<file path="src/rtl/srt_div_pkg.sv">
// srt_div_pkg: shared types and constants for the SRT divider scheduler.
// Holds the FSM encoding, default widths and the divide-by-zero quotient.
package srt_div_pkg;

    typedef enum logic [2:0] {
        IDLE,
        ISSUE,
        WAIT,
        DZ,
        RESP
    } state_e;

    localparam int DEF_NREQ    = 4;
    localparam int DEF_W       = 64;
    localparam int DEF_IDW     = 2;
    localparam int DEF_TIMEOUT = 255;

    // Widest datapath supported; users slice the low W bits.
    localparam int MAX_W = 256;
    localparam logic [MAX_W-1:0] DZ_QUOT = '1;

endpackage

</file>
<file path="src/rtl/rr_arbiter.sv">
// rr_arbiter: combinational round-robin pick over N requesters.
// Searches upward from ptr_i, wrapping, and returns one-hot and index.
module rr_arbiter
    import srt_div_pkg::*;
#(
    parameter int N  = DEF_NREQ,
    parameter int IW = DEF_IDW
) (
    input  logic [N-1:0]  req_i,
    input  logic [IW-1:0] ptr_i,
    output logic [N-1:0]  gnt_o,
    output logic [IW-1:0] idx_o,
    output logic          any_o
);

    logic [IW-1:0] kk;

    // First set request at or above the pointer, modulo N.
    always_comb begin
        gnt_o = '0;
        idx_o = '0;
        any_o = 1'b0;
        kk    = '0;
        for (int i = 0; i < N; i++) begin
            kk = IW'((int'(ptr_i) + i) % N);
            if (!any_o && req_i[kk]) begin
                any_o     = 1'b1;
                gnt_o[kk] = 1'b1;
                idx_o     = kk;
            end
        end
    end

endmodule

</file>
<file path="src/rtl/srt_div_sched.sv">
// srt_div_sched: shares one SRT divider core between NREQ requesters.
// Round-robin grant, operand latch, start/done handshake, timeout abort.
module srt_div_sched
    import srt_div_pkg::*;
#(
    parameter int NREQ    = DEF_NREQ,
    parameter int W       = DEF_W,
    parameter int IDW     = DEF_IDW,
    parameter int TIMEOUT = DEF_TIMEOUT
) (
    input  logic              CLK,
    input  logic              RST,
    input  logic [NREQ-1:0]   req,
    input  logic [NREQ*W-1:0] req_dvd,
    input  logic [NREQ*W-1:0] req_dsr,
    output logic [NREQ-1:0]   gnt,
    output logic              resp_valid,
    output logic [IDW-1:0]    resp_id,
    output logic [W-1:0]      resp_q,
    output logic [W-1:0]      resp_r,
    output logic              resp_dz,
    output logic              resp_to,
    output logic              busy,
    output logic              div_start,
    output logic [W-1:0]      div_dvd,
    output logic [W-1:0]      div_dsr,
    input  logic              div_done,
    input  logic [W-1:0]      div_q,
    input  logic [W-1:0]      div_r
);

    localparam int CW = $clog2(TIMEOUT + 1);
    localparam logic [W-1:0]  QALL   = DZ_QUOT[W-1:0];
    localparam logic [CW-1:0] TO_LIM = CW'(TIMEOUT);

    state_e          state_q;
    logic [IDW-1:0]  ptr_q;
    logic [IDW-1:0]  ptr_d;
    logic [CW-1:0]   cnt_q;
    logic [CW-1:0]   cnt_d;
    logic [W-1:0]    dvd_q;
    logic [W-1:0]    dsr_q;
    logic [IDW-1:0]  id_q;
    logic [IDW-1:0]  rid_q;
    logic [W-1:0]    rq_q;
    logic [W-1:0]    rr_q;
    logic            rdz_q;
    logic            rto_q;

    logic [NREQ-1:0] arb_gnt;
    logic [IDW-1:0]  arb_idx;
    logic            arb_any;
    logic [W-1:0]    sel_dvd;
    logic [W-1:0]    sel_dsr;

    rr_arbiter #(
        .N  (NREQ),
        .IW (IDW)
    ) u_arb (
        .req_i (req),
        .ptr_i (ptr_q),
        .gnt_o (arb_gnt),
        .idx_o (arb_idx),
        .any_o (arb_any)
    );

    // Pick the winner's operand slices.
    always_comb begin
        sel_dvd = '0;
        sel_dsr = '0;
        for (int i = 0; i < NREQ; i++) begin
            if (arb_idx == IDW'(i)) begin
                sel_dvd = req_dvd[i*W +: W];
                sel_dsr = req_dsr[i*W +: W];
            end
        end
    end

    assign cnt_d = cnt_q + 1'b1;
    assign ptr_d = (id_q == IDW'(NREQ - 1)) ? '0 : id_q + 1'b1;

    // Scheduler FSM with operand latches, timeout counter and result regs.
    always_ff @(posedge CLK) begin
        if (RST) begin
            state_q <= IDLE;
            ptr_q   <= '0;
            cnt_q   <= '0;
            dvd_q   <= '0;
            dsr_q   <= '0;
            id_q    <= '0;
            rid_q   <= '0;
            rq_q    <= '0;
            rr_q    <= '0;
            rdz_q   <= 1'b0;
            rto_q   <= 1'b0;
        end else begin
            unique case (state_q)
                IDLE: begin
                    if (arb_any) begin
                        dvd_q   <= sel_dvd;
                        dsr_q   <= sel_dsr;
                        id_q    <= arb_idx;
                        state_q <= (sel_dsr == '0) ? DZ : ISSUE;
                    end
                end
                ISSUE: begin
                    cnt_q   <= '0;
                    state_q <= WAIT;
                end
                WAIT: begin
                    cnt_q <= cnt_d;
                    if (div_done) begin
                        rid_q   <= id_q;
                        rq_q    <= div_q;
                        rr_q    <= div_r;
                        rdz_q   <= 1'b0;
                        rto_q   <= 1'b0;
                        state_q <= RESP;
                    end else if (cnt_d == TO_LIM) begin
                        rid_q   <= id_q;
                        rq_q    <= '0;
                        rr_q    <= '0;
                        rdz_q   <= 1'b0;
                        rto_q   <= 1'b1;
                        state_q <= RESP;
                    end
                end
                DZ: begin
                    rid_q   <= id_q;
                    rq_q    <= QALL;
                    rr_q    <= dvd_q;
                    rdz_q   <= 1'b1;
                    rto_q   <= 1'b0;
                    state_q <= RESP;
                end
                RESP: begin
                    ptr_q   <= ptr_d;
                    state_q <= IDLE;
                end
                default: state_q <= IDLE;
            endcase
        end
    end

    assign gnt        = (state_q == IDLE && !RST) ? arb_gnt : '0;
    assign busy       = (state_q != IDLE);
    assign div_start  = (state_q == ISSUE);
    assign resp_valid = (state_q == RESP);
    assign resp_id    = rid_q;
    assign resp_q     = rq_q;
    assign resp_r     = rr_q;
    assign resp_dz    = rdz_q;
    assign resp_to    = rto_q;
    assign div_dvd    = dvd_q;
    assign div_dsr    = dsr_q;

endmodule

</file>
<file path="config.mk">
export PLATFORM = sky130hd
export DESIGN_NAME = srt_div_sched
export DESIGN_NICKNAME = d
export VERILOG_FILES = /design/src/rtl/srt_div_pkg.sv /design/src/rtl/rr_arbiter.sv /design/src/rtl/srt_div_sched.sv
export SDC_FILE = /design/constraint.sdc
export NUM_CORES = 1
export LEC_CHECK = 0
export CORE_AREA = 2 2 358 360
export CTS_BUF_LIST = sky130_fd_sc_hd__clkbuf_4 sky130_fd_sc_hd__clkbuf_8 sky130_fd_sc_hd__clkbuf_16
export CTS_CLUSTER_SIZE = 28
export DETAILED_ROUTE_END_ITERATION = 8
export DIE_AREA = 0 0 360 362
export PLACE_DENSITY = 0.43
export SKIP_CTS_REPAIR_TIMING = 1
export SLEW_MARGIN = 20
export SYNTH_ARGS = -nofsm -noshare
export SYNTH_HDL_FRONTEND = slang
export SYNTH_SLANG_ARGS = --single-unit
</file>
<file path="constraint.sdc">
create_clock -name CLK -period 4.4 [get_ports CLK]
set_input_delay 0.44 -clock CLK [delete_from_list [all_inputs] [get_ports CLK]]
set_output_delay 0.44 -clock CLK [all_outputs]
set_load 0.01 [all_outputs]
</file>
==> flow_summary.yaml <==
logic_synthesis:
  avgSynthCellArea_um2: 6.92
  synth.cell_area_um2: 15000
  synth_cells: 2169
  synth_area_leader_cell: "dfxtp_1"
  ys_top_cells_by_count: "nand2_1, nand3_1, dfxtp_1"
  synth_top_cells_by_area: "dfxtp_1, nand2_1, nand3_1"
  synth-main-ff-cell: "dfxtp_1"
  synth_edf_count: 0
  netlist.area_leader.share_pct: 36.7
  synth_nets: 2826
  ys_types: 46
  async_flop_share_pct: 0
  synth-seq-cells: 275
  ys_warn_count: 0
  synth_most_common_cell: "nand2_1"
  yosysSeqAreaShare_pct: 36.7
die:
  io_pins: 914
  dieHeight_um: 362
  die_width_um: 360
  coreArea_um2: 127000
  rows: 131
  die_area_um2: 130000
  start_util_pct: 11.8
placed_design:
  gp_congestion: 0.940
  dp_hpwl_um: 85200
  portBuffers: 913
timing:
  finalCriticalPeriod_ns: 4.12
  fmax_mhz: 242
  rsz0062_at_grt: "no"
  fin_setup_tns_ns: 0
  worst_pin_slew_ns: 0.965
  setup_violations: 0
  finalCritPeriodShare_pct: 93.7
  slew_viol_final: 0
  fin_worst_skew_ns: 0.0276
  hold_viol: 0
  slew-limit-headroom_pct: 35.1
finish:
  area_growth_pct: 83.8
  seqCellArea_um2: 5510
  multi_input_comb_area_um2: 8710
  filler_cell_count: 14216
  drive_gt1_share_pct: 5.97
  fin_nets: 3645
setup_path:
  cp_cell_sequence: "inv_1 -> ha_2 -> mux4_2 -> nor2b_4 -> or2_1 -> mux2_8 -> mux4_2 -> or4_1 -> nor4b_2 -> nand4_1 -> buf_4 -> o32ai_1"
  critical_path_peak_fanout: 14
  crit_required_ns: 4.89
  critical_path_class: "register to register"
  worstSetupEndpointType: "register"
  critPathBufInv: 2
  crit_family: "simple AND/OR/NAND/NOR gates"
  cp-start-kind: "register"
  crit_path_frequent_cell: "mux4_2"
  cp.arrival_ns: 4.61
  slowest_delay_ns: 0.56
  slowest_stage: "or4_1"
pwr:
  pwr-share-seq_pct: 30.8
  p_leak_nw: 9.85
  p_sw_share_pct: 34.4
  intPower_mw: 6.42
  combPwrFrac_pct: 34.6
  vdd_drop_max_mv: 0.185
  clockPowerShare_pct: 34.6
  p_sw_mw: 3.37
  power_density_nw_per_um2: 355
  p_total_mw: 9.79
job:
  max_cap_viol_count: 0
clock_tree:
  cts_buffers: 40
  worstSkewPairLatency_ns: 0.60
  clkTransAtPathRegs_ns: 0.06
  cts.path.max_buffers: 3
  cts_tree: "built"
  cts.htree.levels: 2
  clkSinkCount: 275
  cts_root_buf: "clkbuf_16"
status:
  status: "finished clean"
detailed_routing:
  wl_um: 109000
  postRouteAntennaNets: 0
  vias_per_cell: 4.19
  drt_iter0_drc: 1337
  vias: 19627
  post_drt_wl_per_cell_um: 23.3
  drc: 0
  dr.pass1.iters: 7
grt:
  grt_pass1_vias: 19161
  grt_overflow: 0
  grt_pass1_wl_um: 149000
  antenna_found_initial: 11
  grt_max_degree: 140
  grt_use_total_pct: 15.9
hold_path:
  worstHoldPathType: "primary input to register"
## registers in the layout, indices dropped and copies added (netlist names)
name	cells
div_dsr	64
resp_dz	1
ptr_q	2
resp_r	64
resp_id	2
state_q	3
id_q	2
resp_to	1
cnt_q	8
resp_q	64
div_dvd	64
## power by group through the flow
stage / sequential [mW] / clock, mW / combinational, mW
3_5_place_dp: 3.06 / 0 / 3.41
2_1_floorplan: 3.12 / 0 / 1.26
6_report: 3.01 / 3.39 / 3.39
4_1_cts: 3.01 / 3.55 / 3.43
5_1_grt: 3.05 / 3.61 / 3.66
3_3_place_gp: 3.05 / 0 / 3.43
## worst register-to-register path, cell delays in order (launching register included)
cell and delay, ns:
dfxtp_1 0.33, inv_1 0.08, ha_2 0.45, mux4_2 0.40, nor2b_4 0.18, or2_1 0.16, mux2_8 0.32, mux4_2 0.58
or4_1 0.56, nor4b_2 0.43, nand4_1 0.23, buf_4 0.21, o32ai_1 0.10
## layout make-up
class	count	area share [%]
repair buffers	994	36.0
diodes	4	0.0363
clock buffers	55	4.15
clock inverters	13	0.662
multi-input cells	1672	31.6
well taps	1662	7.54
inverters	5	0.0680
flip-flops and latches	275	20.0
## cells by family (layout without fill, tap and decap cells)
kind of cell | count (synthesis) | in the layout | synth area share, %
AND/OR/NAND/NOR | 1220 | 1220 | 36.3
adder cells (fa/ha/maj) | 10 | 10 | 0.834
buffers and inverters | 222 | 1067 | 5.98
other | 0 | 4 | 0
AO/OA/AOI/OAI | 418 | 418 | 17.7
flip-flops | 275 | 275 | 36.7
XOR/XNOR | 3 | 3 | 0.175
multiplexers | 21 | 21 | 2.26
## path summary, 6_finish.rpt
check | from | to | slack, ns | cells past startpoint
worst max-delay path | ptr_q[1] | state_q[1] | 0.28 | 12
worst min register to register | div_dsr[26] | div_dsr[26] | 0.45 | 2
worst min-delay path | RST | div_dvd[57] | 0.28 | 2
worst max register to register | ptr_q[1] | state_q[1] | 0.28 | 12
## layer usage
metal	GRT usage, %	part of all wire, %	vias up	routed length [µm]
met5	0	0.063	-	69
met4	4.84	3.0	10	3280
met3	3.48	6.8	132	7360
met2	26.1	46	814	50600
met1	20.6	44	9372	47600
li1	-	-	9299	-
## cells in the final DEF (no fill, tap or decap), types with 40 or more instances in the layout
master / instances
clkdlybuf4s50_1: 911
nand2_1: 467
nand3_1: 285
dfxtp_1: 275
nor2_1: 210
a21oi_1: 207
nor3_1: 111
a211oi_1: 95
and3_1: 93
buf_4: 67
a311oi_1: 63
clkbuf_16: 40
## stage by stage
stage                     setup WS, ns  hold slack, ns  instance area (µm²)  cells  util (%)
after global routing           0.00690           0.284                27600   4676      21.8
after global placement          -0.785           0.441                26200   4608      20.7
after CTS                       -0.516           0.253                27600   4676      21.8
after detailed placement        -0.775           0.446                26200   4608      20.7
after floorplan                  0.122           0.449                15000   2169         -
final                            0.275           0.282                27600   4680      21.8
No activity file was read; power rests on OpenSTA's default activity.
